==> src/rtl/multicycle_controller.sv <==
// Multicycle ARM control unit.
// Decodes the latched instruction, sequences FETCH/DECODE/EXECUTE/WRITEBACK,
// keeps the NZCV flags and gates PC, register and memory writes by condition.
// There is no valid/ready handshake: the datapath follows the Moore outputs
// every cycle, and the current state is exported on State for debug.
module multicycle_controller #(
  parameter int STATE_W = 4
) (
  input  logic               clk,
  input  logic               reset,
  input  logic [19:0]        Instr,
  input  logic [3:0]         ALUFlags,
  output logic               PCWrite,
  output logic               RegWrite,
  output logic               MemWrite,
  output logic               IRWrite,
  output logic               AdrSrc,
  output logic [1:0]         RegSrc,
  output logic [1:0]         ALUSrcA,
  output logic [1:0]         ALUSrcB,
  output logic [1:0]         ResultSrc,
  output logic [1:0]         ImmSrc,
  output logic [1:0]         ALUControl,
  output logic [STATE_W-1:0] State
);

  localparam logic [STATE_W-1:0] S_FETCH  = STATE_W'(0);
  localparam logic [STATE_W-1:0] S_DECODE = STATE_W'(1);
  localparam logic [STATE_W-1:0] S_MEMADR = STATE_W'(2);
  localparam logic [STATE_W-1:0] S_MEMRD  = STATE_W'(3);
  localparam logic [STATE_W-1:0] S_MEMWB  = STATE_W'(4);
  localparam logic [STATE_W-1:0] S_MEMWR  = STATE_W'(5);
  localparam logic [STATE_W-1:0] S_EXECR  = STATE_W'(6);
  localparam logic [STATE_W-1:0] S_EXECI  = STATE_W'(7);
  localparam logic [STATE_W-1:0] S_ALUWB  = STATE_W'(8);
  localparam logic [STATE_W-1:0] S_BRANCH = STATE_W'(9);

  // Instr holds Instr[31:12], so field positions are shifted down by 12.
  logic [3:0] w_cond;
  logic [1:0] w_op;
  logic       w_funct5;
  logic [3:0] w_cmd;
  logic       w_sbit;
  logic       w_ubit;
  logic [3:0] w_rd;
  logic       w_unused;

  assign w_cond   = Instr[19:16];
  assign w_op     = Instr[15:14];
  assign w_funct5 = Instr[13];
  assign w_cmd    = Instr[12:9];
  assign w_sbit   = Instr[8];
  assign w_ubit   = Instr[11];
  assign w_rd     = Instr[3:0];
  assign w_unused = ^Instr[7:4];

  logic [STATE_W-1:0] r_state;
  logic [STATE_W-1:0] w_next;
  logic [3:0]         r_flags;

  logic [1:0] w_dp_ctl;
  logic       w_cmd_ok;
  logic       w_cmd_arith;
  logic       w_is_cmp;
  logic       w_cond_ex;

  logic w_regw;
  logic w_memw;
  logic w_branch;
  logic w_irw;

  // Data-processing command decode; unknown commands fall back to ADD with no side effects.
  always_comb begin
    w_dp_ctl    = 2'b00;
    w_cmd_ok    = 1'b0;
    w_cmd_arith = 1'b0;
    w_is_cmp    = 1'b0;
    case (w_cmd)
      4'b0100: begin w_dp_ctl = 2'b00; w_cmd_ok = 1'b1; w_cmd_arith = 1'b1; end
      4'b0010: begin w_dp_ctl = 2'b01; w_cmd_ok = 1'b1; w_cmd_arith = 1'b1; end
      4'b0000: begin w_dp_ctl = 2'b10; w_cmd_ok = 1'b1; end
      4'b1100: begin w_dp_ctl = 2'b11; w_cmd_ok = 1'b1; end
      4'b1010: begin w_dp_ctl = 2'b01; w_cmd_ok = 1'b1; w_cmd_arith = 1'b1; w_is_cmp = 1'b1; end
      default: ;
    endcase
  end

  // ARM condition evaluation against the registered flags.
  always_comb begin
    w_cond_ex = 1'b0;
    case (w_cond)
      4'b0000: w_cond_ex = r_flags[2];
      4'b0001: w_cond_ex = ~r_flags[2];
      4'b0010: w_cond_ex = r_flags[1];
      4'b0011: w_cond_ex = ~r_flags[1];
      4'b0100: w_cond_ex = r_flags[3];
      4'b0101: w_cond_ex = ~r_flags[3];
      4'b0110: w_cond_ex = r_flags[0];
      4'b0111: w_cond_ex = ~r_flags[0];
      4'b1000: w_cond_ex = r_flags[1] & ~r_flags[2];
      4'b1001: w_cond_ex = ~r_flags[1] | r_flags[2];
      4'b1010: w_cond_ex = (r_flags[3] == r_flags[0]);
      4'b1011: w_cond_ex = (r_flags[3] != r_flags[0]);
      4'b1100: w_cond_ex = ~r_flags[2] & (r_flags[3] == r_flags[0]);
      4'b1101: w_cond_ex = r_flags[2] | (r_flags[3] != r_flags[0]);
      4'b1110: w_cond_ex = 1'b1;
      default: w_cond_ex = 1'b0;
    endcase
  end

  // Next-state selection; a failed condition still walks the full path.
  always_comb begin
    w_next = S_FETCH;
    case (r_state)
      S_FETCH:  w_next = S_DECODE;
      S_DECODE: begin
        case (w_op)
          2'b01:   w_next = S_MEMADR;
          2'b10:   w_next = S_BRANCH;
          2'b00:   w_next = w_funct5 ? S_EXECI : S_EXECR;
          default: w_next = S_FETCH;
        endcase
      end
      S_MEMADR: w_next = w_sbit ? S_MEMRD : S_MEMWR;
      S_MEMRD:  w_next = S_MEMWB;
      S_EXECR,
      S_EXECI:  w_next = w_is_cmp ? S_FETCH : S_ALUWB;
      default:  w_next = S_FETCH;
    endcase
  end

  // Moore datapath controls and ungated write requests for the current state.
  always_comb begin
    w_regw     = 1'b0;
    w_memw     = 1'b0;
    w_branch   = 1'b0;
    w_irw      = 1'b0;
    AdrSrc     = 1'b0;
    ALUSrcA    = 2'b00;
    ALUSrcB    = 2'b00;
    ResultSrc  = 2'b00;
    ALUControl = 2'b00;
    case (r_state)
      S_FETCH: begin
        w_irw = 1'b1; ALUSrcA = 2'b01; ALUSrcB = 2'b10; ResultSrc = 2'b10;
      end
      S_DECODE: begin
        ALUSrcA = 2'b01; ALUSrcB = 2'b10; ResultSrc = 2'b10;
      end
      S_MEMADR: begin
        ALUSrcB = 2'b01; ALUControl = w_ubit ? 2'b00 : 2'b01;
      end
      S_MEMRD:  AdrSrc = 1'b1;
      S_MEMWB:  begin ResultSrc = 2'b01; w_regw = 1'b1; end
      S_MEMWR:  begin AdrSrc = 1'b1; w_memw = 1'b1; end
      S_EXECR:  ALUControl = w_dp_ctl;
      S_EXECI:  begin ALUSrcB = 2'b01; ALUControl = w_dp_ctl; end
      S_ALUWB:  w_regw = w_cmd_ok;
      S_BRANCH: begin ALUSrcB = 2'b01; ResultSrc = 2'b10; w_branch = 1'b1; end
      default: ;
    endcase
  end

  // Write enables are condition gated and held low by reset without waiting for a clock.
  assign IRWrite  = reset & w_irw;
  assign RegWrite = reset & w_regw & w_cond_ex;
  assign MemWrite = reset & w_memw & w_cond_ex;
  assign PCWrite  = reset & ((r_state == S_FETCH) |
                             (w_cond_ex & (w_branch | (w_regw & (w_rd == 4'hF)))));

  assign RegSrc = {(w_op == 2'b01), (w_op == 2'b10)};
  assign ImmSrc = w_op;
  assign State  = r_state;

  // State register.
  always_ff @(posedge clk or negedge reset) begin
    if (!reset) r_state <= S_FETCH;
    else        r_state <= w_next;
  end

  // NZCV capture at the end of execute; C,V only move for arithmetic commands.
  always_ff @(posedge clk or negedge reset) begin
    if (!reset) begin
      r_flags <= 4'b0000;
    end else if (((r_state == S_EXECR) || (r_state == S_EXECI)) &&
                 w_cond_ex && w_sbit && w_cmd_ok) begin
      r_flags[3:2] <= ALUFlags[3:2];
      if (w_cmd_arith) r_flags[1:0] <= ALUFlags[1:0];
    end
  end

endmodule

==> config.mk <==
export PLATFORM = sky130hd
export DESIGN_NAME = multicycle_controller
export DESIGN_NICKNAME = d
export VERILOG_FILES = /design/src/rtl/multicycle_controller.sv
export SDC_FILE = /design/constraint.sdc
export NUM_CORES = 1
export LEC_CHECK = 0
export ABC_AREA = 1
export BUFFER_PORTS_ARGS = -buffer_cell sky130_fd_sc_hd__buf_2
export CORE_MARGIN = 3
export CORE_UTILIZATION = 47
export CTS_CLUSTER_SIZE = 14
export DETAILED_ROUTE_END_ITERATION = 7
export PLACE_DENSITY = 0.92
export SYNTH_ARGS = -nofsm -noshare
export SYNTH_HDL_FRONTEND = slang
export SYNTH_SLANG_ARGS = --single-unit
export TNS_END_PERCENT = 20
==> constraint.sdc <==
create_clock -name clk -period 3.5 [get_ports clk]
set_input_delay 0.175 -clock clk [delete_from_list [all_inputs] [get_ports clk]]
set_output_delay 0.175 -clock clk [all_outputs]
set_load 0.005 [all_outputs]
==> flow_summary.ini <==
[yosys]
synth.avg_cell_area_um2 = 5.720
synth_mux_area_frac = 0
yosys.area_share.simple = 0.5223
yosysSeqAreaShare = 0.2381
synth-seq-cells = 8
synthCells = 147
yosysUniqueCellTypes = 25
synthAdderAreaFrac = 0
synth-xor-area-share = 0
synth.cell_area_um2 = 840.8
synth-compound-area-share = 0.1057
mappedNetlistNets = 173
synth_warnings = 0
synth_top_family_by_area = simple AND/OR/NAND/NOR gates

[cells_and_area]
final_cell_mix = nand2_1 (47), buf_2 (41), nor2_1 (25), inv_1 (19), nand3_1 (15)
layout.cells.non_filler = 213
n_fill_cell = 153
syn_to_final_growth_pct = 29.17
drive_gt1_frac = 0.3016
final_util = 0.6813
nNetsFinal = 217
antenna_cells = 0
mostFrequentLayoutCell = nand2_1

[status]
status = complete, no violations

[worst_setup_path]
worstSetupPathType = reg2out
cp-end-kind = primary output
cp.required_ns = 3.32
path_max_fanout = 8
cp.arrival_ns = 1.60
regToRegStartpoint = State[3]
setup.worst_path.start = r_flags[3]
critPathLaunchType = register

[global_route]
gr-total-overflow = 0
antenna_found_initial = 0
grt_usage = 0.1949
grt_pass1_wl_mm = 3.312
grt_pass1_vias = 861
grt_max_degree = 12

[power]
cell_internal_pwr_w = 0.0002797
p_clk_frac = 0.131
seqPwrFrac = 0.291
swShare = 0.4605
vdd_drop_max_mv = 0.2503
leakagePower_nw = 0.6398
switching_power_w = 0.0002387
combPwrFrac = 0.578
pwr_density_cell_nw_per_um2 = 477.3

[clock_tree]
insertion_delay_ns = 0.25
cts_buffer_depth = 2
cts_buffers = 3
cts_resized = 0
clkSlewWorstSetupHoldPaths_ns = 0.05
clock_sinks = 8
ctsRootBufferMaster = clkbuf_4
cts_max_level = 1
cts_tree = yes
post_cts_buffers = 0
ctsHoldBuffers = 1

[timing]
timing.final.crit_period_ns = 1.778
rsz0062_at_grt = no
hold_violations = 0
finalMaxSlewViolations = 0
fmax_mhz = 562.4
finalSetupTns_ns = 0
setup_viol = 0
period_share = 0.5080
fin_skew_ns = 0.002157
holdWs_ns = 0.1572
setup_slack_ns = 1.722

[floorplanning]
die_x_um = 48.30
core_um2 = 1594
fp.dieH_um = 48.30
start_util = 0.5275
dieArea_um2 = 2332
num_rows = 14
io_pins = 47

[routing]
route.vias.total = 1046
wl_per_cell_um = 9.991
vias_per_cell = 4.911
wl_mm = 2.128
dr.pass1.iters = 4
route.detailed.drc = 0
drtIter0Drc = 12
antenna_left = 0

[place]
dp_slack_ns = 1.998
dp_cells = 209
routabilityCongestion = 0.8930
hpwlAfterDp_mm = 1.804
numPortBuffers = 41

[hold_path]
hp-class = in2reg
hp-start = ALUFlags[2]

[run]
drv_cap = 0
==> worst max-delay path, cell delays in order, from the launching register on <==
cell and delay, ns:
dfrtp_1 0.42, inv_1 0.12, nand2_1 0.08, nand3_1 0.07
nand2_1 0.05, nand2_1 0.06, nand2_1 0.06, nor2_2 0.14
nand2_4 0.11, nand3_1 0.10, nand2_1 0.04, buf_2 0.12
==> cells in the mapped netlist (all sizes together) <==
cell type / n / area [um2]
nor3b: 1 / 18.77
o21ai: 3 / 15.01
o31ai: 1 / 7.510
a31o: 1 / 8.760
conb: 1 / 3.750
o311ai: 1 / 8.760
o21bai: 1 / 7.510
inv: 23 / 86.33
o22ai: 1 / 6.260
nor3: 2 / 10.01
o211ai: 1 / 7.510
dfrtp: 8 / 200.2
nor2: 29 / 118.9
nand2: 49 / 193.9
nand4: 2 / 12.51
nand3: 16 / 85.08
o32ai: 1 / 8.760
a21oi: 3 / 18.77
buf: 3 / 22.52
==> cell type report <==
class	instances	area, um2	area share
tap	24	30.03	0.02765
sequential	8	200.2	0.1843
inverter	23	86.33	0.07949
clock buffer	3	22.52	0.02074
multi-input combinational	113	531.8	0.4896
timing repair buffer	42	215.2	0.1982
==> state kept, by name, indices dropped and copies added (netlist names) <==
name     cells
State        4
r_flags      4
==> per-layer routing <==
metal	vias to the layer above	track usage	wire [um]
met3	7	0.04428	153
li1	547	-	-
met2	37	0.3385	979
met5	-	0	0
met1	455	0.2393	942
met4	0	0.05376	52
==> power by group through the flow <==
stage | sequential [W] | combinational [W] | clock [W]
detailed placement | 0.000152 | 0.000300 | 0
finish | 0.000151 | 0.000299 | 0.0000679
global route | 0.000156 | 0.000340 | 0.0000729
CTS | 0.000151 | 0.000302 | 0.0000689
global placement | 0.000152 | 0.000293 | 0
floorplan | 0.000149 | 0.000177 | 0
==> stage by stage <==
step / power, W / area (um2)
after global routing: 0.0005688 / 1086
after CTS: 0.0005217 / 1086
after global placement: 0.0004451 / 1054
final: 0.0005184 / 1086
after floorplan: 0.0003259 / 840.8
after detailed placement: 0.0004521 / 1054
==> logic make-up after synthesis <==
| family | after synthesis |
|---|---|
| DFF | 8 |
| buffers and inverters | 26 |
| AOI/OAI and AO/OA | 13 |
| other | 1 |
| and+or+nand+nor | 99 |
==> worst paths after layout <==
path                              end  slack, ns  depth (start not counted)
setup / recovery              PCWrite       1.72                         11
hold / removal             r_flags[2]       0.16                          3
setup reg to reg           r_flags[1]       2.06                          6
hold reg to reg            r_flags[2]       0.55                          2
max in group asynchronous    State[2]       2.98                          2
min in group asynchronous  r_flags[3]       0.33                          2
Note: power is estimated with default switching activity, not from simulation.
